### src/rtl/dcache_mem_ctrl_pkg.sv
// Shared sizing constants, FSM state type and address helper for the
// data-cache memory controller.
package dcache_mem_ctrl_pkg;

    localparam int MEM_ADDR_WIDTH = 20;
    localparam int LINE_WIDTH     = 128;
    localparam int WORD_WIDTH     = 32;
    localparam int BEATS          = LINE_WIDTH / WORD_WIDTH;

    typedef enum logic [1:0] {
        DMC_IDLE = 2'd0,
        DMC_WB   = 2'd1,
        DMC_FILL = 2'd2,
        DMC_RESP = 2'd3
    } dmc_state_t;

    // Beat address inside a 16-byte line; the base has its low nibble clear,
    // so OR-ing the beat offset can never carry out of the line.
    function automatic logic [MEM_ADDR_WIDTH-1:0] beat_addr(
        input logic [MEM_ADDR_WIDTH-1:0] base,
        input logic [1:0]                beat
    );
        return base | MEM_ADDR_WIDTH'({beat, 2'b00});
    endfunction

endpackage

### src/rtl/dcache_mem_ctrl_if.sv
// Cache-side miss/writeback signals and word-wide memory port of the
// data-cache memory controller. slave = controller, master = environment.
interface dcache_mem_ctrl_if;
    import dcache_mem_ctrl_pkg::*;

    logic                      req_valid;
    logic [MEM_ADDR_WIDTH-1:0] req_addr;
    logic                      wb_valid;
    logic [MEM_ADDR_WIDTH-1:0] wb_addr;
    logic [LINE_WIDTH-1:0]     wb_data;
    logic [LINE_WIDTH-1:0]     fill_data;
    logic                      fill_rdy;
    logic                      busy;
    logic                      mem_req;
    logic                      mem_we;
    logic [MEM_ADDR_WIDTH-1:0] mem_addr;
    logic [WORD_WIDTH-1:0]     mem_wdata;
    logic [WORD_WIDTH-1:0]     mem_rdata;
    logic                      mem_ack;

    modport slave (
        input  req_valid, req_addr, wb_valid, wb_addr, wb_data,
        input  mem_rdata, mem_ack,
        output fill_data, fill_rdy, busy,
        output mem_req, mem_we, mem_addr, mem_wdata
    );

    modport master (
        output req_valid, req_addr, wb_valid, wb_addr, wb_data,
        output mem_rdata, mem_ack,
        input  fill_data, fill_rdy, busy,
        input  mem_req, mem_we, mem_addr, mem_wdata
    );

endinterface

### src/rtl/dcache_mem_ctrl.sv
// Data-cache miss handler: optional 4-beat writeback of the dirty victim,
// 4-beat line fill, then a level fill_rdy held until the request drops.
module dcache_mem_ctrl
    import dcache_mem_ctrl_pkg::*;
(
    input  logic             clk,
    input  logic             reset,
    dcache_mem_ctrl_if.slave bus
);

    dmc_state_t                r_state;
    dmc_state_t                w_next_state;
    logic [1:0]                r_beat;
    logic                      r_gap;
    logic [MEM_ADDR_WIDTH-1:0] r_req_base;
    logic [MEM_ADDR_WIDTH-1:0] r_wb_base;
    logic [LINE_WIDTH-1:0]     r_wb_data;
    logic [LINE_WIDTH-1:0]     r_fill_data;
    logic                      w_mem_req;
    logic                      w_ack;
    logic                      w_last;

    // The first FILL cycle after a writeback is held idle (r_gap) so mem_req
    // drops for exactly one cycle while mem_we flips.
    assign w_mem_req = (r_state == DMC_WB) || ((r_state == DMC_FILL) && !r_gap);
    assign w_ack     = bus.mem_ack && w_mem_req;
    assign w_last    = w_ack && (r_beat == 2'(BEATS - 1));

    // State register
    always_ff @(posedge clk or negedge reset) begin
        if (!reset) begin
            r_state <= DMC_IDLE;
        end else begin
            r_state <= w_next_state;
        end
    end

    // Next-state decode
    always_comb begin
        w_next_state = r_state;
        case (r_state)
            DMC_IDLE: if (bus.req_valid) w_next_state = bus.wb_valid ? DMC_WB : DMC_FILL;
            DMC_WB:   if (w_last)        w_next_state = DMC_FILL;
            DMC_FILL: if (w_last)        w_next_state = DMC_RESP;
            DMC_RESP: if (!bus.req_valid) w_next_state = DMC_IDLE;
            default:                     w_next_state = DMC_IDLE;
        endcase
    end

    // Request latching, beat counter and fill-line assembly
    always_ff @(posedge clk or negedge reset) begin
        if (!reset) begin
            r_beat      <= '0;
            r_gap       <= 1'b0;
            r_req_base  <= '0;
            r_wb_base   <= '0;
            r_wb_data   <= '0;
            r_fill_data <= '0;
        end else begin
            case (r_state)
                DMC_IDLE: begin
                    r_beat <= '0;
                    r_gap  <= 1'b0;
                    if (bus.req_valid) begin
                        r_req_base <= bus.req_addr & ~MEM_ADDR_WIDTH'(15);
                        if (bus.wb_valid) begin
                            r_wb_base <= bus.wb_addr & ~MEM_ADDR_WIDTH'(15);
                            r_wb_data <= bus.wb_data;
                        end
                    end
                end
                DMC_WB: begin
                    if (w_ack) r_beat <= r_beat + 2'd1;
                    if (w_last) r_gap <= 1'b1;
                end
                DMC_FILL: begin
                    r_gap <= 1'b0;
                    if (w_ack) begin
                        r_fill_data[int'(r_beat) * WORD_WIDTH +: WORD_WIDTH] <= bus.mem_rdata;
                        r_beat <= r_beat + 2'd1;
                    end
                end
                default: ;
            endcase
        end
    end

    // Output decode from state and latched request
    always_comb begin
        bus.mem_req   = w_mem_req;
        bus.mem_we    = (r_state == DMC_WB);
        bus.mem_addr  = '0;
        bus.mem_wdata = '0;
        if (r_state == DMC_WB) begin
            bus.mem_addr  = beat_addr(r_wb_base, r_beat);
            bus.mem_wdata = r_wb_data[int'(r_beat) * WORD_WIDTH +: WORD_WIDTH];
        end else if (r_state == DMC_FILL) begin
            bus.mem_addr  = beat_addr(r_req_base, r_beat);
        end
        bus.fill_data = r_fill_data;
        bus.fill_rdy  = (r_state == DMC_RESP);
        bus.busy      = (r_state != DMC_IDLE);
    end

endmodule

### src/flat_wrapper.sv
// flat-port wrapper written by rule: the top's interface ports become plain ports
module dcache_mem_ctrl_flat import dcache_mem_ctrl_pkg::*;
  (clk, reset, bus_req_valid, bus_req_addr, bus_wb_valid, bus_wb_addr, bus_wb_data, bus_mem_rdata, bus_mem_ack, bus_fill_data, bus_fill_rdy, bus_busy, bus_mem_req, bus_mem_we, bus_mem_addr, bus_mem_wdata);
  dcache_mem_ctrl_if bus_i ();
  input  logic clk;
  input  logic reset;
  input wire logic [$bits(bus_i.req_valid)-1:0] bus_req_valid;
  input wire logic [$bits(bus_i.req_addr)-1:0] bus_req_addr;
  input wire logic [$bits(bus_i.wb_valid)-1:0] bus_wb_valid;
  input wire logic [$bits(bus_i.wb_addr)-1:0] bus_wb_addr;
  input wire logic [$bits(bus_i.wb_data)-1:0] bus_wb_data;
  input wire logic [$bits(bus_i.mem_rdata)-1:0] bus_mem_rdata;
  input wire logic [$bits(bus_i.mem_ack)-1:0] bus_mem_ack;
  output wire logic [$bits(bus_i.fill_data)-1:0] bus_fill_data;
  output wire logic [$bits(bus_i.fill_rdy)-1:0] bus_fill_rdy;
  output wire logic [$bits(bus_i.busy)-1:0] bus_busy;
  output wire logic [$bits(bus_i.mem_req)-1:0] bus_mem_req;
  output wire logic [$bits(bus_i.mem_we)-1:0] bus_mem_we;
  output wire logic [$bits(bus_i.mem_addr)-1:0] bus_mem_addr;
  output wire logic [$bits(bus_i.mem_wdata)-1:0] bus_mem_wdata;
  assign bus_i.req_valid = bus_req_valid;
  assign bus_i.req_addr = bus_req_addr;
  assign bus_i.wb_valid = bus_wb_valid;
  assign bus_i.wb_addr = bus_wb_addr;
  assign bus_i.wb_data = bus_wb_data;
  assign bus_i.mem_rdata = bus_mem_rdata;
  assign bus_i.mem_ack = bus_mem_ack;
  assign bus_fill_data = bus_i.fill_data;
  assign bus_fill_rdy = bus_i.fill_rdy;
  assign bus_busy = bus_i.busy;
  assign bus_mem_req = bus_i.mem_req;
  assign bus_mem_we = bus_i.mem_we;
  assign bus_mem_addr = bus_i.mem_addr;
  assign bus_mem_wdata = bus_i.mem_wdata;
  dcache_mem_ctrl u_core (.clk(clk), .reset(reset), .bus(bus_i));
endmodule
### config.mk
export PLATFORM = sky130hd
export DESIGN_NAME = dcache_mem_ctrl_flat
export DESIGN_NICKNAME = d
export VERILOG_FILES = /design/src/rtl/dcache_mem_ctrl_pkg.sv /design/src/rtl/dcache_mem_ctrl_if.sv /design/src/rtl/dcache_mem_ctrl.sv /design/src/flat_wrapper.sv
export SDC_FILE = /design/constraint.sdc
export NUM_CORES = 1
export LEC_CHECK = 0
export ABC_AREA = 1
export BUFFER_PORTS_ARGS = -buffer_cell sky130_fd_sc_hd__buf_2
export CORE_MARGIN = 2
export CORE_UTILIZATION = 45
export DETAILED_ROUTE_END_ITERATION = 7
export PLACE_DENSITY = 0.71
export REMOVE_ABC_BUFFERS = 1
export SKIP_LAST_GASP = 1
export SYNTH_ARGS = -nofsm -noshare
export SYNTH_HDL_FRONTEND = slang
export SYNTH_SLANG_ARGS = --single-unit
### constraint.sdc
create_clock -name clk -period 5.9 [get_ports clk]
set_input_delay 0 -clock clk [delete_from_list [all_inputs] [get_ports clk]]
set_output_delay 0 -clock clk [all_outputs]
set_load 0.05 [all_outputs]
==> impl_metrics.prom, run 1 <==
# TYPE chip_impl_metric gauge
chip_impl_info{name="rsz0062_at_grt",value="false"} 1
chip_impl_metric{name="timing.critical_path.buf_inv",unit=""} 3
chip_impl_metric{name="final_max_tran_viols",unit=""} 0
chip_impl_info{name="crit-reg2reg-launch",value="u_core.r_state[0]"} 1
chip_impl_info{name="slowest_library_cell_on_the_worst_path",value="ha_1"} 1
chip_impl_metric{name="final_cell_area",unit="um2"} 18600
chip_impl_metric{name="clock_latency_on_the_worst_skew_pair",unit="ns"} 0.55
chip_impl_info{name="crit_top_cell",value="nand2_1"} 1
chip_impl_metric{name="critical_path.max_stage_delay",unit="ns"} 0.76
chip_impl_metric{name="vdd_ir_drop_max",unit="uV"} 312
chip_impl_metric{name="setup_total_negative_slack",unit="ns"} 0
chip_impl_metric{name="path_clk_slew",unit="ns"} 0.06
chip_impl_metric{name="tightest_slew",unit="ns"} 0.983
chip_impl_metric{name="min_path_cells",unit=""} 4
chip_impl_metric{name="p_r_area_growth_vs_syn",unit="%"} 37.0
chip_impl_metric{name="worst-r2r-cell-count",unit=""} 11
chip_impl_info{name="worstSetupStartpointType",value="register"} 1
chip_impl_metric{name="synth-compound-area-share",unit="%"} 9.69
chip_impl_metric{name="cp_data_required_time",unit="ns"} 6.34
chip_impl_metric{name="dieHeight",unit="um"} 178
chip_impl_metric{name="layout_worst_path_cycle_share",unit="%"} 62.4
chip_impl_metric{name="synthesis.yosys.warnings",unit=""} 0
chip_impl_info{name="min_delay_worst_endpoint",value="u_core.r_wb_data[61]"} 1
chip_impl_metric{name="first_global_vias",unit=""} 13164
chip_impl_metric{name="route.vias.total",unit=""} 13037
chip_impl_metric{name="cp.arrival",unit="ns"} 4.12
chip_impl_metric{name="post_drt_via_cell_ratio",unit=""} 5.24
chip_impl_metric{name="timing_hold_violations_final",unit=""} 0
chip_impl_info{name="holdCritPathClass",value="input port to register"} 1
chip_impl_metric{name="drt_pre_antenna_iters",unit=""} 7
chip_impl_metric{name="initial_antenna_violation_count",unit=""} 2
chip_impl_metric{name="avgSynthCellArea",unit="um2"} 8.87
chip_impl_metric{name="core.rowCount",unit=""} 63
chip_impl_metric{name="r2r_slack",unit="ns"} 2.22
chip_impl_metric{name="place_hpwl",unit="um"} 24300
chip_impl_metric{name="initial_utilization",unit="%"} 45.7
chip_impl_metric{name="skew",unit="ns"} 0.00953
chip_impl_metric{name="seq_area_frac_synth",unit="%"} 54.1
chip_impl_metric{name="crit_path_max_fanout",unit=""} 78
chip_impl_metric{name="synth_cell_type_count",unit=""} 23
chip_impl_info{name="synth_top_family_by_area",value="simple AND/OR/NAND/NOR gates"} 1
chip_impl_metric{name="power_density",unit="nW/um2"} 462
chip_impl_metric{name="grt_pass1_wl",unit="um"} 68200
chip_impl_metric{name="grt_max_degree",unit=""} 205
chip_impl_metric{name="power.leakage",unit="nW"} 9.73
chip_impl_metric{name="grt-ovfl-total",unit=""} 0
chip_impl_metric{name="fp.coreArea",unit="um2"} 29600
chip_impl_info{name="commonest_cells_after_routing_fill_and_taps_aside",value="buf_2, nand2_1, dfrtp_1, dlygate4sd3_1, o21ai_0"} 1
chip_impl_metric{name="synth.mux.area_fraction",unit="%"} 6.64
chip_impl_metric{name="minimum_clock_period",unit="ns"} 3.68
chip_impl_info{name="run_status",value="finished clean"} 1
chip_impl_info{name="crit_type",value="register to register"} 1
chip_impl_metric{name="multiInputGateArea",unit="um2"} 5040
chip_impl_metric{name="dieWidth",unit="um"} 178
chip_impl_info{name="critical_path.cell_chain",value="inv_1 -> ha_1 -> nand2_1 -> nand2_2 -> nand2_2 -> nor2_4 -> buf_4 -> nand2_1 -> buf_4 -> nand2_1 -> nand2_1"} 1
chip_impl_metric{name="post_synth_instance_area",unit="um2"} 13600
chip_impl_metric{name="maxCapViolations",unit=""} 0
chip_impl_info{name="cts_tree",value="built"} 1
chip_impl_metric{name="setup-violations-final",unit=""} 0
chip_impl_info{name="critical-path-top-delay-family",value="buffers and inverters"} 1
chip_impl_metric{name="cts_buffers",unit=""} 31
chip_impl_metric{name="post_drt_wl_per_cell",unit="um"} 17.6
chip_impl_metric{name="num-fill-cells",unit=""} 2401
chip_impl_metric{name="share_of_synthesized_cell_area_in_full_adder_half_adder_and_majority_cells",unit="%"} 0.923
chip_impl_metric{name="drt-total-wl",unit="um"} 43700
chip_impl_metric{name="cts_post_setup_buffers_inserted",unit=""} 0
chip_impl_metric{name="fp.dieArea",unit="um2"} 31500
chip_impl_metric{name="maxSlewHeadroom",unit="%"} 34.5
chip_impl_info{name="min-delay-start",value="bus_wb_data[61]"} 1
chip_impl_metric{name="drt_drc_violations_left",unit=""} 0
chip_impl_metric{name="clkSinkCount",unit=""} 293
chip_impl_info{name="clock_tree.root_cell",value="clkbuf_16"} 1
chip_impl_metric{name="antenna_left",unit=""} 0
chip_impl_metric{name="port-buffer-count",unit=""} 378
chip_impl_info{name="crit-reg2reg-capture",value="u_core.bus.fill_data[48]"} 1
chip_impl_metric{name="final_weighted_congestion_in_routability_driven_placement",unit=""} 0.810
chip_impl_metric{name="globalRouteTotalUtil",unit="%"} 27.1
chip_impl_metric{name="final_nets",unit=""} 2285
chip_impl_info{name="most_frequent_standard_cell_in_the_layout_excluding_fill_and_tap_cells",value="buf_2"} 1
chip_impl_metric{name="cts-resized-gates",unit=""} 0
chip_impl_metric{name="yosys_register_bits",unit=""} 293
chip_impl_metric{name="io_pins",unit=""} 389
chip_impl_metric{name="xor_xnor_fraction_of_synth_area",unit="%"} 0
chip_impl_metric{name="seq_cell_area",unit="um2"} 7330
chip_impl_metric{name="instance_area_at_placement",unit="um2"} 15400
chip_impl_metric{name="timing.fmax",unit="GHz"} 0.272
chip_impl_info{name="critical_path.endpoint_type",value="register"} 1
chip_impl_metric{name="htree_num_levels",unit=""} 1
chip_impl_metric{name="syn_inst",unit=""} 1529
chip_impl_metric{name="post_route_cells_drive_above_1_share",unit="%"} 25.8
chip_impl_metric{name="synth_simple_gate_area_share",unit="%"} 19.9
chip_impl_metric{name="cts.path.max_buffers",unit=""} 3
chip_impl_metric{name="detailedRoute.firstIterationViolations",unit=""} 1069
## layout make-up
type	count	share of cell area [%]
inverter	125	2.53
antenna	2	0.0269
clock buffer	53	4.94
sequential	293	39.5
tap	390	2.63
multi-input combinational	1001	27.1
timing repair buffer	618	23.0
clock inverter	4	0.256
## logic make-up after synthesis
group	after synthesis
and+or+nand+nor	647
DFF	293
AOI/OAI and AO/OA	262
buffers and inverters	236
muxes	80
adders and majority gates	10
other	1
## per-stage QoR
stage               util [%]  hold WS [ns]  instances  setup slack (ns)  power (W)
floorplan                  -        -0.296       1419              1.13    0.00540
global placement        52.0       -0.0310       2208              2.41    0.00630
detailed placement      52.0       -0.0271       2208              2.34    0.00640
CTS                     62.7         0.155       2484              2.31    0.00846
global route            62.7         0.203       2486              1.95    0.00902
finish                  62.7         0.185       2486              2.22    0.00858
## where the power goes
part | total [W] | internal [W] | switching [W]
sequential | 0.00297 | 0.00267 | 0.000303
clock | 0.00188 | 0.00109 | 0.000792
combinational | 0.00372 | 0.00109 | 0.00263
## Yosys cell counts
cell type | count | share of area [%]
nand3_2 | 10 | 0.74
buf_2 | 36 | 1.3
inv_1 | 122 | 3.4
ha_1 | 10 | 0.92
nand3_1 | 143 | 5.3
mux2_2 | 80 | 6.6
o21ai_1 | 1 | 0.037
o21a_1 | 1 | 0.055
inv_2 | 2 | 0.055
nor2_4 | 2 | 0.17
dfrtp_1 | 293 | 54
nand2_1 | 355 | 9.8
clkinv_1 | 1 | 0.028
buf_6 | 24 | 2.0
conb_1 | 1 | 0.028
buf_1 | 5 | 0.14
nor2_1 | 134 | 3.7
buf_8 | 1 | 0.11
o21ai_0 | 160 | 5.9
clkbuf_1 | 27 | 0.75
buf_4 | 18 | 1.0
a21oi_1 | 100 | 3.7
nand2_2 | 3 | 0.14
## layer usage
layer,GRT usage (%),vias up,part of all wire (%)
met3,5.27,163,7.5
met4,13.8,0,5.1
li1,-,6005,-
met2,45.9,668,49
met1,32.9,6201,39
met5,0,-,0
## worst max path at each step
stage / slack, ns / cells after the start / startpoint / to
global placement: 2.41 / 11 / u_core.r_state[0] / u_core.bus.fill_data[59]
global route: 1.95 / 11 / u_core.r_state[0] / u_core.bus.fill_data[51]
finish: 2.22 / 11 / u_core.r_state[0] / u_core.bus.fill_data[48]
detailed placement: 2.34 / 11 / u_core.r_state[0] / u_core.bus.fill_data[59]
CTS: 2.31 / 11 / u_core.r_state[0] / u_core.bus.fill_data[48]
floorplan: 1.13 / 9 / u_core.r_state[1] / u_core.bus.fill_data[0]
## flip-flops by register name, summed over array words and instances (netlist names)
name,count
u_core.r_wb_data,128
u_core.r_state,2
u_core.r_gap,1
u_core.r_wb_base,16
u_core.bus.fill_data,128
u_core.r_req_base,16
u_core.r_beat,2
## tightest hold or removal path, stage by stage
cell and delay, ns:
dlygate4sd3_1 0.52, buf_2 0.10, nand2_1 0.04, o21ai_0 0.06
## repair_timing
item,in CTS,in global routing
hold buffers,219,0
hold endpoints to repair,354,0
setup endpoints to repair,0,0
Note: power is estimated with default switching activity, not from simulation.
==> inputs of run 2 (changes only) <==
Clock period 5.9 ns to 3.8 ns, I/O delays scaled along.
==> run 2 against run 1 <==
Compared with the run above:
- flip-flop and latch count unchanged
- setup slack got worse by 1.7 ns
- hold slack got worse by 0.082 ns
- via count increased by 0.96%
- combinational power increased by 56%
- non-clock buffer count decreased by 1
- final cell count unchanged
- sequential share of layout area about the same
- first-iteration DRC count increased by 14%
- clock skew increased by 0.015 ns
- sequential power increased by 56%
- final area about the same
- largest power group unchanged
==> impl_metrics.prom, run 2 (same netlist as run 1, synthesis figures left out) <==
# TYPE chip_impl_metric gauge
chip_impl_info{name="run_status",value="finished clean"} 1
chip_impl_metric{name="route.vias.total",unit=""} 13162
chip_impl_metric{name="minimum_clock_period",unit="ns"} 3.25
chip_impl_metric{name="vdd_ir_drop_max",unit="uV"} 476
chip_impl_metric{name="power_density",unit="nW/um2"} 717
chip_impl_metric{name="cp.arrival",unit="ns"} 3.76
chip_impl_metric{name="setup-violations-final",unit=""} 0
chip_impl_metric{name="drt_drc_violations_left",unit=""} 0
chip_impl_metric{name="detailedRoute.firstIterationViolations",unit=""} 1223
chip_impl_metric{name="share_clk_of_total_power",unit="%"} 21.8
chip_impl_metric{name="fp.dieArea",unit="um2"} 31500
chip_impl_metric{name="drt-total-wl",unit="um"} 44100
chip_impl_metric{name="internal_power",unit="W"} 0.00751
chip_impl_info{name="most_frequent_standard_cell_in_the_layout_excluding_fill_and_tap_cells",value="buf_2"} 1
chip_impl_metric{name="power.leakage",unit="nW"} 9.78
chip_impl_metric{name="grt-ovfl-total",unit=""} 0
chip_impl_metric{name="crit_path_max_fanout",unit=""} 22
chip_impl_metric{name="instance_area_at_placement",unit="um2"} 15500
chip_impl_metric{name="final.setup.worst_slack",unit="ns"} 0.549
chip_impl_metric{name="fin_hold_ws",unit="ns"} 0.103
chip_impl_metric{name="port-buffer-count",unit=""} 378
chip_impl_metric{name="initial_antenna_violation_count",unit=""} 2
chip_impl_metric{name="io_pins",unit=""} 389
chip_impl_metric{name="num-fill-cells",unit=""} 2379
chip_impl_metric{name="place_hpwl",unit="um"} 24600
chip_impl_metric{name="use_met3",unit="%"} 4.99
chip_impl_info{name="grt_most_used_layer",value="met2"} 1
chip_impl_metric{name="grt_util_met1",unit="%"} 34.2
chip_impl_metric{name="final_nets",unit=""} 2284
chip_impl_metric{name="pwr-share-seq",unit="%"} 34.7
chip_impl_metric{name="globalRouteTotalUtil",unit="%"} 27.6
chip_impl_metric{name="cts_buffers",unit=""} 31
chip_impl_info{name="worstSetupStartpointType",value="register"} 1
chip_impl_metric{name="comb_power_share",unit="%"} 43.5
chip_impl_metric{name="post_route_cells_drive_above_1_share",unit="%"} 26.5
chip_impl_metric{name="grtUsageMet2",unit="%"} 46.4
chip_impl_metric{name="post_drt_wl_per_cell",unit="um"} 17.7
chip_impl_metric{name="dieHeight",unit="um"} 178
chip_impl_metric{name="pre_cts_slack",unit="ns"} 1.23
chip_impl_metric{name="layout_worst_path_cycle_share",unit="%"} 85.6
chip_impl_metric{name="swShare",unit="%"} 43.7
chip_impl_metric{name="antenna_left",unit=""} 0
chip_impl_info{name="critical_path.endpoint_type",value="register"} 1
chip_impl_metric{name="cts_post_setup_buffers_inserted",unit=""} 0
chip_impl_metric{name="critical_path.max_stage_delay",unit="ns"} 0.64
chip_impl_metric{name="tightest_slew",unit="ns"} 1.01
chip_impl_info{name="cts_tree",value="built"} 1
chip_impl_metric{name="maxSlewHeadroom",unit="%"} 32.5
chip_impl_metric{name="grt_pass1_wl",unit="um"} 69200
chip_impl_info{name="crit_type",value="register to register"} 1
chip_impl_info{name="holdCritPathClass",value="input port to asynchronous set/reset pin"} 1
chip_impl_info{name="crit_top_cell",value="dlygate4sd3_1"} 1
chip_impl_metric{name="final_util",unit="%"} 62.7
chip_impl_metric{name="final_weighted_congestion_in_routability_driven_placement",unit=""} 0.820
chip_impl_metric{name="final_max_tran_viols",unit=""} 0
chip_impl_metric{name="maxCapViolations",unit=""} 0
chip_impl_info{name="rsz0062_at_grt",value="false"} 1
chip_impl_metric{name="setup_total_negative_slack",unit="ns"} 0
chip_impl_metric{name="htree_num_levels",unit=""} 1
chip_impl_metric{name="post_drt_via_cell_ratio",unit=""} 5.29
chip_impl_metric{name="first_global_vias",unit=""} 13124
chip_impl_metric{name="cts.path.max_buffers",unit=""} 3
chip_impl_metric{name="fp.coreArea",unit="um2"} 29600
chip_impl_info{name="critical_path.cell_chain",value="inv_1 -> ha_1 -> nand2_2 -> nor2_4 -> nand2_1 -> dlygate4sd3_1 -> o21ai_0 -> dlygate4sd3_1"} 1
chip_impl_metric{name="clock_latency_on_the_worst_skew_pair",unit="ns"} 0.57
chip_impl_metric{name="cp_data_required_time",unit="ns"} 4.31
chip_impl_metric{name="final_cell_area",unit="um2"} 18600
chip_impl_metric{name="core.rowCount",unit=""} 63
chip_impl_info{name="commonest_cells_after_routing_fill_and_taps_aside",value="buf_2, nand2_1, dfrtp_1, dlygate4sd3_1, o21ai_0"} 1
chip_impl_metric{name="clkSinkCount",unit=""} 293
chip_impl_metric{name="initial_utilization",unit="%"} 45.7
chip_impl_metric{name="p_r_area_growth_vs_syn",unit="%"} 37.1
chip_impl_metric{name="power.switching",unit="W"} 0.00583
chip_impl_metric{name="timing_hold_violations_final",unit=""} 0
chip_impl_metric{name="timing.fmax",unit="GHz"} 0.308
chip_impl_metric{name="path_clk_slew",unit="ns"} 0.06
chip_impl_metric{name="grt_max_degree",unit=""} 154
chip_impl_info{name="slowest_library_cell_on_the_worst_path",value="nor2_4"} 1
chip_impl_metric{name="skew",unit="ns"} 0.0244
chip_impl_metric{name="dieWidth",unit="um"} 178
chip_impl_metric{name="drt_pre_antenna_iters",unit=""} 6
chip_impl_info{name="clock_tree.root_cell",value="clkbuf_16"} 1
## run 2: cell count changes in the layout (fill, tap and decap cells not counted), sizes merged
cell	before	now
inv	124	125
dlygate4sd3	219	207
clkbuf	53	54
buf	399	410
bufinv	1	0
## run 2: routing by layer
| layer | vias to the layer above | part of all wire [%] |
|---|---|---|
| met2 | 767 | 49 |
| li1 | 5989 | - |
| met1 | 6234 | 38 |
| met4 | 0 | 4.8 |
| met5 | - | 0 |
| met3 | 172 | 8.3 |
## run 2: final timing paths
| kind | end | cells after the start | slack [ns] | from |
|---|---|---|---|---|
| setup / recovery | u_core.r_wb_data[44] | 8 | 0.55 | u_core.r_state[0] |
| setup reg to reg | u_core.r_wb_data[44] | 8 | 0.55 | u_core.r_state[0] |
| min in group clk | u_core.r_wb_data[61] | 4 | 0.17 | bus_wb_data[61] |
| hold reg to reg | u_core.bus.fill_data[26] | 2 | 0.46 | u_core.bus.fill_data[26] |
| max in group asynchronous | u_core.bus.fill_data[85] | 3 | 2.41 | reset |
| hold / removal | u_core.bus.fill_data[94] | 3 | 0.10 | reset |
## run 2: final cells by class
type / instances / area [um2] / area share (%)
diodes: 2 / 5.00 / 0.0269
repair buffers: 617 / 4280 / 23.0
multi-input cells: 1001 / 5040 / 27.1
clock inverters: 4 / 26.3 / 0.141
clock buffers: 54 / 952 / 5.12
inverters: 125 / 469 / 2.52
flip-flops and latches: 293 / 7330 / 39.4
well taps: 390 / 488 / 2.62
## run 2: power by group through the flow
| stage | combinational (W) | sequential (W) | clock [W] |
|---|---|---|---|
| 6_report | 0.00580 | 0.00462 | 0.00291 |
| 5_1_grt | 0.00624 | 0.00470 | 0.00310 |
| 4_1_cts | 0.00563 | 0.00456 | 0.00297 |
| 3_5_place_dp | 0.00538 | 0.00461 | 0 |
| 3_3_place_gp | 0.00528 | 0.00456 | 0 |
| 2_1_floorplan | 0.00327 | 0.00511 | 0 |
## run 2: metrics by stage
stage               instances  total power (W)
floorplan                1419          0.00838
global placement         2219          0.00984
detailed placement       2219          0.00999
CTS                      2484           0.0132
global route             2486           0.0140
finish                   2486           0.0133
## run 2: repair_timing
item | 4_1_cts | 5_1_grt
resized for setup | 0 | 0
endpoints found under the hold margin | 586 | 0
hold buffers | 207 | 0
## run 2: worst max-delay path, delay by kind of cell, from the launching register on
kind / cells / cell delay (ns)
AOI/OAI and AO/OA: 1 / 0.09
adders and majority gates: 1 / 0.22
buffers and inverters: 3 / 1.34
DFF: 1 / 0.42
and+or+nand+nor: 3 / 1.12
